==> config.mk <==
export PLATFORM = sky130hd
export DESIGN_NAME = fp_unpack_prenorm_flat
export DESIGN_NICKNAME = d
export VERILOG_FILES = /design/src/rtl/fp_unpack_prenorm_if.sv /design/src/rtl/fp_unpack_prenorm.sv /design/src/flat_wrapper.sv
export SDC_FILE = /design/constraint.sdc
export NUM_CORES = 1
export LEC_CHECK = 0
export CAP_MARGIN = 15
export CORE_ASPECT_RATIO = 0.75
export CORE_MARGIN = 3
export CORE_UTILIZATION = 54
export CTS_BUF_LIST = sky130_fd_sc_hd__clkbuf_4 sky130_fd_sc_hd__clkbuf_8
export CTS_CLUSTER_DIAMETER = 120
export DETAILED_ROUTE_END_ITERATION = 16
export PLACE_DENSITY = 0.8
export SLEW_MARGIN = 20
export SYNTH_ARGS = -nofsm -noshare
export SYNTH_HDL_FRONTEND = slang
export SYNTH_SLANG_ARGS = --single-unit
==> constraint.sdc <==
create_clock -name clk -period 3.4 [get_ports clk]
set_clock_uncertainty 0.15 [all_clocks]
set_input_delay 0.51 -clock clk [delete_from_list [all_inputs] [get_ports clk]]
set_output_delay 0.51 -clock clk [all_outputs]
set_load 0.005 [all_outputs]
==> src/rtl/fp_unpack_prenorm_if.sv <==
// fp_unpack_prenorm_if: operand-in / unpacked-result-out valid/ready bundle for fp_unpack_prenorm
interface fp_unpack_prenorm_if;
    logic        in_valid;
    logic        in_ready;
    logic [63:0] fa;
    logic        db;
    logic        out_valid;
    logic        out_ready;
    logic        sa;
    logic [12:0] ea;
    logic [52:0] fa_n;
    logic [5:0]  lz;
    logic        zero;
    logic        inf;
    logic        nan;
    logic        snan;
    logic        denorm;
    logic        db_o;
    modport master (
        output in_valid, fa, db, out_ready,
        input  in_ready, out_valid, sa, ea, fa_n, lz, zero, inf, nan, snan, denorm, db_o
    );
    modport slave (
        input  in_valid, fa, db, out_ready,
        output in_ready, out_valid, sa, ea, fa_n, lz, zero, inf, nan, snan, denorm, db_o
    );
endinterface

==> src/rtl/fp_unpack_prenorm.sv <==
// fp_unpack_prenorm: 2-stage valid/ready unpacker of IEEE double/single operands into
// sign, 13-bit unbiased exponent and pre-normalized 1.52 significand with class flags.
module fp_unpack_prenorm (
    input  logic                 clk,
    input  logic                 rst_n,
    fp_unpack_prenorm_if.slave   io
);
    logic        s1_v, s2_v, s1_load, s2_load;
    logic [10:0] exp_c;
    logic [51:0] frac_c;
    logic [52:0] man_c;
    logic        emax_c;
    logic [5:0]  lz_c;
    logic [4:0]  cls_c;
    logic        s1_sa, s1_db;
    logic [10:0] s1_exp;
    logic [52:0] s1_man;
    logic [5:0]  s1_lz;
    logic [4:0]  s1_cls;
    logic [12:0] ea_c;
    logic        s2_sa, s2_db;
    logic [12:0] s2_ea;
    logic [52:0] s2_man;
    logic [5:0]  s2_lz;
    logic [4:0]  s2_cls;

    assign s2_load     = !s2_v || io.out_ready;
    assign s1_load     = !s1_v || s2_load;
    assign io.in_ready = s1_load;

    // single fraction sits left-aligned so its hidden bit lines up at 52 like a double
    always_comb begin
        exp_c  = io.db ? io.fa[62:52] : {3'b000, io.fa[62:55]};
        frac_c = io.db ? io.fa[51:0] : {io.fa[54:32], 29'b0};
        man_c  = {|exp_c, frac_c};
        emax_c = io.db ? &io.fa[62:52] : &io.fa[62:55];
        lz_c   = '0;
        for (int i = 0; i < 53; i++)
            if (man_c[i]) lz_c = 6'(52 - i);
        cls_c  = {exp_c == '0 && frac_c == '0,
                  emax_c && frac_c == '0,
                  emax_c && frac_c != '0,
                  emax_c && frac_c != '0 && !frac_c[51],
                  exp_c == '0 && frac_c != '0};
    end

    // cls = {zero, inf, nan, snan, denorm}; denormal emin is -1022 (0x1C02) or -126 (0x1F82)
    always_comb begin
        ea_c = s1_cls[4] ? 13'd0 :
               s1_cls[0] ? (s1_db ? 13'h1C02 : 13'h1F82) - {7'b0, s1_lz} :
               {2'b00, s1_exp} - (s1_db ? 13'd1023 : 13'd127);
    end

    always_ff @(posedge clk or negedge rst_n) begin
        if (!rst_n) begin
            s1_v   <= 1'b0;
            s1_sa  <= 1'b0;
            s1_db  <= 1'b0;
            s1_exp <= '0;
            s1_man <= '0;
            s1_lz  <= '0;
            s1_cls <= '0;
        end else if (s1_load) begin
            s1_v <= io.in_valid;
            if (io.in_valid) begin
                s1_sa  <= io.fa[63];
                s1_db  <= io.db;
                s1_exp <= exp_c;
                s1_man <= man_c;
                s1_lz  <= lz_c;
                s1_cls <= cls_c;
            end
        end
    end

    always_ff @(posedge clk or negedge rst_n) begin
        if (!rst_n) begin
            s2_v   <= 1'b0;
            s2_sa  <= 1'b0;
            s2_db  <= 1'b0;
            s2_ea  <= '0;
            s2_man <= '0;
            s2_lz  <= '0;
            s2_cls <= '0;
        end else if (s2_load) begin
            s2_v <= s1_v;
            if (s1_v) begin
                s2_sa  <= s1_sa;
                s2_db  <= s1_db;
                s2_ea  <= ea_c;
                s2_man <= s1_man << s1_lz;
                s2_lz  <= s1_lz;
                s2_cls <= s1_cls;
            end
        end
    end

    assign io.out_valid = s2_v;
    assign io.sa        = s2_sa;
    assign io.ea        = s2_ea;
    assign io.fa_n      = s2_man;
    assign io.lz        = s2_lz;
    assign io.zero      = s2_cls[4];
    assign io.inf       = s2_cls[3];
    assign io.nan       = s2_cls[2];
    assign io.snan      = s2_cls[1];
    assign io.denorm    = s2_cls[0];
    assign io.db_o      = s2_db;
endmodule

==> src/flat_wrapper.sv <==
// flat-port wrapper written by rule: the top's interface ports become plain ports
module fp_unpack_prenorm_flat 
  (clk, rst_n, io_in_valid, io_fa, io_db, io_out_ready, io_in_ready, io_out_valid, io_sa, io_ea, io_fa_n, io_lz, io_zero, io_inf, io_nan, io_snan, io_denorm, io_db_o);
  fp_unpack_prenorm_if io_i ();
  input  logic clk;
  input  logic rst_n;
  input wire logic [$bits(io_i.in_valid)-1:0] io_in_valid;
  input wire logic [$bits(io_i.fa)-1:0] io_fa;
  input wire logic [$bits(io_i.db)-1:0] io_db;
  input wire logic [$bits(io_i.out_ready)-1:0] io_out_ready;
  output wire logic [$bits(io_i.in_ready)-1:0] io_in_ready;
  output wire logic [$bits(io_i.out_valid)-1:0] io_out_valid;
  output wire logic [$bits(io_i.sa)-1:0] io_sa;
  output wire logic [$bits(io_i.ea)-1:0] io_ea;
  output wire logic [$bits(io_i.fa_n)-1:0] io_fa_n;
  output wire logic [$bits(io_i.lz)-1:0] io_lz;
  output wire logic [$bits(io_i.zero)-1:0] io_zero;
  output wire logic [$bits(io_i.inf)-1:0] io_inf;
  output wire logic [$bits(io_i.nan)-1:0] io_nan;
  output wire logic [$bits(io_i.snan)-1:0] io_snan;
  output wire logic [$bits(io_i.denorm)-1:0] io_denorm;
  output wire logic [$bits(io_i.db_o)-1:0] io_db_o;
  assign io_i.in_valid = io_in_valid;
  assign io_i.fa = io_fa;
  assign io_i.db = io_db;
  assign io_i.out_ready = io_out_ready;
  assign io_in_ready = io_i.in_ready;
  assign io_out_valid = io_i.out_valid;
  assign io_sa = io_i.sa;
  assign io_ea = io_i.ea;
  assign io_fa_n = io_i.fa_n;
  assign io_lz = io_i.lz;
  assign io_zero = io_i.zero;
  assign io_inf = io_i.inf;
  assign io_nan = io_i.nan;
  assign io_snan = io_i.snan;
  assign io_denorm = io_i.denorm;
  assign io_db_o = io_i.db_o;
  fp_unpack_prenorm u_core (.clk(clk), .rst_n(rst_n), .io(io_i));
endmodule
==> Word level (Yosys, flattened, before mapping) <==
Cells that the tools add are included.
{ "word_totals": {"reg_bits": 158, "inputBits": 69, "out_inout_bits": 81, "wordCells": 95} }
{ "classes": {"add_sub_neg": 2, "shift": 1, "mux": 60, "reduce_logical": 18} }
{ "op_table": {"columns": ["op", "n"], "rows": [
  ["6-bit 2-to-1 mux", 53],
  ["53-bit by 6-bit << shifter with 53-bit output", 1],
  ["52-bit zero test", 1],
  ["52-bit 2-to-1 mux", 1],
  ["52-bit nonzero test", 1],
  ["13-bit 2-to-1 mux", 2],
  ["10-bit 2-to-1 mux", 2],
  ["11-bit by 13-bit subtractor with 13-bit output", 1],
  ["13-bit by 6-bit subtractor with 13-bit output", 1],
  ["11-bit zero test", 1],
  ["11-bit 2-to-1 mux", 1],
  ["11-bit AND reduction", 1],
  ["11-bit OR reduction", 1],
  ["8-bit AND reduction", 1],
  ["1-bit logical AND", 5],
  ["2-bit AND reduction", 2],
  ["1-bit zero test", 3],
  ["1-bit logical OR", 2],
  ["1-bit 2-to-1 mux", 1]
]} }

==> Logic depth before layout (Yosys ltp) <==
{ "depth": {"depth_word": 54, "mapped_depth": 11} }

==> Worst setup path after synthesis <==
No wires, ideal clock.
{ "synth_path": {"path_kind": "register -> register", "startpoint": "register u_core.s1_lz[0]", "endpoint": "register u_core.s2_man[52] (netlist: u_core.io.fa_n[52])", "setup_time_ns": 0.132, "arrival_time_ns": 2.106, "required_ns": 3.118, "slack_ns": 1.012, "stages_incl_launch_ff": 9, "cell_sequence": "dfrtp_1 > buf_6 > buf_8 > mux4_2 > mux2_2 > mux2_2 > a221o_1 > a21oi_2 > o21ai_1"} }
{ "synth_via": {"elab_chain_cells": 1} }
{ "synth_rtl": {"columns": ["item", "line_no", "text"], "rows": [
  ["start: declaration", "fp_unpack_prenorm.sv:18", "logic [5:0] s1_lz;"],
  ["start signal: assignment", "fp_unpack_prenorm.sv:70", "s1_lz <= lz_c;"],
  ["53-bit by 6-bit << shifter with 53-bit output", "fp_unpack_prenorm.sv:91", "s2_man <= s1_man << s1_lz;"],
  ["end signal: assignment", "fp_unpack_prenorm.sv:91", null],
  ["end: declaration", "fp_unpack_prenorm.sv:23", "logic [52:0] s2_man;"]
]} }
No other way between the ends.
A chain may end at the register's enable or synchronous reset.

==> Worst setup path after layout <==
{ "layout_path": {"startpoint": "register u_core.s1_lz[0]", "endpoint": "register u_core.s2_man[37] (netlist: u_core.io.fa_n[37])"} }
Same word-level chain as after synthesis.

==> flow_summary.json <==
{
  "ys_warn_count": 0,
  "hold_viol_final": 0,
  "holdPathStages": 2,
  "nets": 1338,
  "synth_common_cells": "nand2_1 (206), dfrtp_1 (158), o21ai_0 (103)",
  "rr_endpoint": "u_core.io.fa_n[37]",
  "critPathLaunch": "u_core.s1_lz[0]",
  "fin_crit_sh_pct": 87.7,
  "crit_chain": "buf_4 > mux4_2 > mux2_2 > o21ai_0 > o2bb2ai_1 > o22a_1",
  "syn_nets": 1230,
  "drive_gt1_share_pct": 12.5,
  "port_buffers": 149,
  "slew_headroom_pct": 39.6,
  "grt_pass1_vias": 9143,
  "rr_worst_depth": 6,
  "critical-path-max-stage-delay_ps": 920,
  "start_kind": "flop",
  "critPathKind": "flop to flop",
  "synth_area_um2": 10500,
  "die_area_um2": 21200,
  "dr.pass1.iters": 6,
  "syn_inst": 1156,
  "setup_ws_ps": 417,
  "die_y_um": 127,
  "crit_required_ps": 3630,
  "cts_tree": "yes",
  "grt_setup_unrepaired": "false",
  "overflow": 0,
  "vias": 9857,
  "fin_crit_ps": 2980,
  "cts_made_buffers": 17,
  "finalSetupViolCount": 0,
  "h-tree-depth": 4,
  "powerDensity_nw_per_um2": 430,
  "endpoint_kind": "flop",
  "clk_pin_slew_ps": 100,
  "synth_edf_count": 0,
  "finalSetupTns_ps": 0,
  "insertedDiodeCount": 0,
  "async_reset_ff_share_pct": 100,
  "area_growth_pct": 19.7,
  "die_w_um": 167,
  "initial_core_util_pct": 56.0,
  "tightest_slew_ps": 903,
  "io_pins": 150,
  "wl_per_cell_um": 20.9,
  "postRouteWirelength_um": 31900,
  "placed_cells": 1491,
  "gp_congestion": 0.967,
  "final_antenna_net_count": 0,
  "drc_errors": 0,
  "reg2reg_from": "u_core.s1_lz[0]",
  "status": "complete, no violations",
  "ys_seq_elements": 158,
  "post-cts-setup-buffers": 0,
  "ir_drop_mv": 0.224,
  "grt_pass1_wl_um": 51500,
  "leakage_nw": 5.27,
  "hpwl_um": 23700,
  "grt.total_usage_pct": 30.4,
  "drv_slew": 0,
  "cap_violations": 0,
  "rows": 43,
  "critical_path_arrival_ps": 3210,
  "synth_top_area_share_pct": 37.6,
  "postSynthAreaPerCell_um2": 9.10,
  "holdWs_ps": 331,
  "yosysMostFrequentCell": "nand2_1",
  "yosysUniqueCellTypes": 69,
  "cts_buffer_depth": 2,
  "design_area_um2": 12600,
  "hold_start": "u_core.s1_cls[2]",
  "ys_seq_area_share_pct": 37.6,
  "synth_largest_area_cell": "dfrtp_1",
  "grt_antenna_before_repair": 0,
  "synth_ff_type": "dfrtp_1",
  "whs_endpoint": "u_core.s2_cls[2]",
  "grt_max_degree": 138,
  "max_freq_ghz": 0.335,
  "dpl_cell_area_um2": 12200,
  "hp-class": "flop to flop",
  "cp_max_fo": 45,
  "slowest_stage": "dfrtp_4",
  "ys_top_cells_by_area": "dfrtp_1 (38%), mux4_2 (10%), nand2_1 (7.3%)",
  "root_buffer": "clkbuf_8",
  "pre_cts_ws_ps": 421,
  "cts.sinks": 158,
  "drt_iter0_drc": 1391,
  "r2r_slack_ps": 420,
  "viasPerCell": 6.47,
  "core_um2": 18800,
  "clk-insertion-delay-late_ps": 480,
  "fin_cells": 1524
}
report_power, final:
| part | internal (mW) | switching [mW] |
|---|---|---|
| sequential | 2.15 | 0.271 |
| clock | 0.637 | 0.810 |
| combinational | 0.812 | 0.743 |
| total | 3.60 | 1.82 |
final cells by class:
| cell class | instances | area, um2 |
|---|---|---|
| repair buffers | 178 | 1750 |
| flip-flops and latches | 158 | 3960 |
| fillers | 1529 | 6180 |
| well taps | 247 | 309 |
| multi-input cells | 886 | 6090 |
| clock buffers | 19 | 255 |
| clock inverters | 13 | 146 |
| inverters | 23 | 86.3 |
worst max-delay path, delay by kind of cell, from the launching register on:
kind	cells	cell delay [ps]
AO/OA/AOI/OAI	3	500
buffers and inverters	1	460
flip-flops	1	920
multiplexers	2	850
sequential cells by signal (all words and copies together), names as in the netlist, 5 cells and up:
| name | count |
|---|---|
| u_core.io.fa_n | 53 |
| u_core.s1_man | 53 |
| u_core.io.ea | 13 |
| u_core.s1_exp | 11 |
| u_core.io.lz | 6 |
| u_core.s1_lz | 6 |
| u_core.s1_cls | 5 |
| u_core.s2_cls | 5 |
what timing repair did:
action | CTS | global route
endpoints found under the setup margin | 0 | 0
endpoints found under the hold margin | 74 | 0
gates resized for setup | 0 | 0
hold buffers | 1 | 0
how the worst max path moves through the flow:
stage | end | slack (ps) | cells past startpoint
after floorplan | u_core.io.fa_n[52] | 1010 | 8
after detailed placement | u_core.io.fa_n[37] | 420 | 6
final | u_core.io.fa_n[37] | 420 | 6
after global routing | u_core.io.fa_n[42] | 180 | 7
after global placement | u_core.io.fa_n[42] | 460 | 7
after CTS | u_core.io.fa_n[37] | 390 | 6
layout by cell type (no fill, tap or decap), types with 10 or more instances in the layout:
| cell type | Yosys | final |
|---|---|---|
| nand3_1 | 17 | 17 |
| buf_4 | 2 | 26 |
| inv_1 | 22 | 22 |
| clkbuf_8 | 0 | 18 |
| nor2_1 | 83 | 83 |
| nand2b_1 | 11 | 11 |
| o31ai_1 | 14 | 14 |
| nand2_1 | 206 | 204 |
| mux2_2 | 37 | 37 |
| a22o_1 | 22 | 22 |
| nor3_1 | 36 | 36 |
| clkdlybuf4s50_1 | 0 | 147 |
| mux2i_1 | 65 | 65 |
| a31oi_1 | 10 | 10 |
| o22ai_1 | 14 | 14 |
| a21oi_1 | 53 | 53 |
| o21ai_0 | 103 | 103 |
| dfrtp_1 | 158 | 156 |
| o21ai_1 | 20 | 20 |
| mux4_2 | 48 | 48 |
routing by layer:
layer  GRT usage [%]  vias up  routed length [um]
li1                -     4486                   -
met1            45.9     4698               13800
met2            43.9      597               13700
met3            7.17       76                3570
met4            8.85        0                 945
met5               0        -                   0
through the flow:
step	util [%]	total power, mW
detailed placement	64.9	3.98
finish	67.1	5.42
global route	67.1	5.68
CTS	67.1	5.41
global placement	64.9	3.94
floorplan	-	3.15
cell families after synthesis:
family                   synth area share, %
AND/OR/NAND/NOR                         16.8
buffers and inverters                   4.63
AO/OA/AOI/OAI                           18.8
multiplexers                            20.6
adder cells (fa/ha/maj)                0.595
flip-flops                              37.6
XOR/XNOR                               0.999
Note: power is estimated with default switching activity, not from simulation.
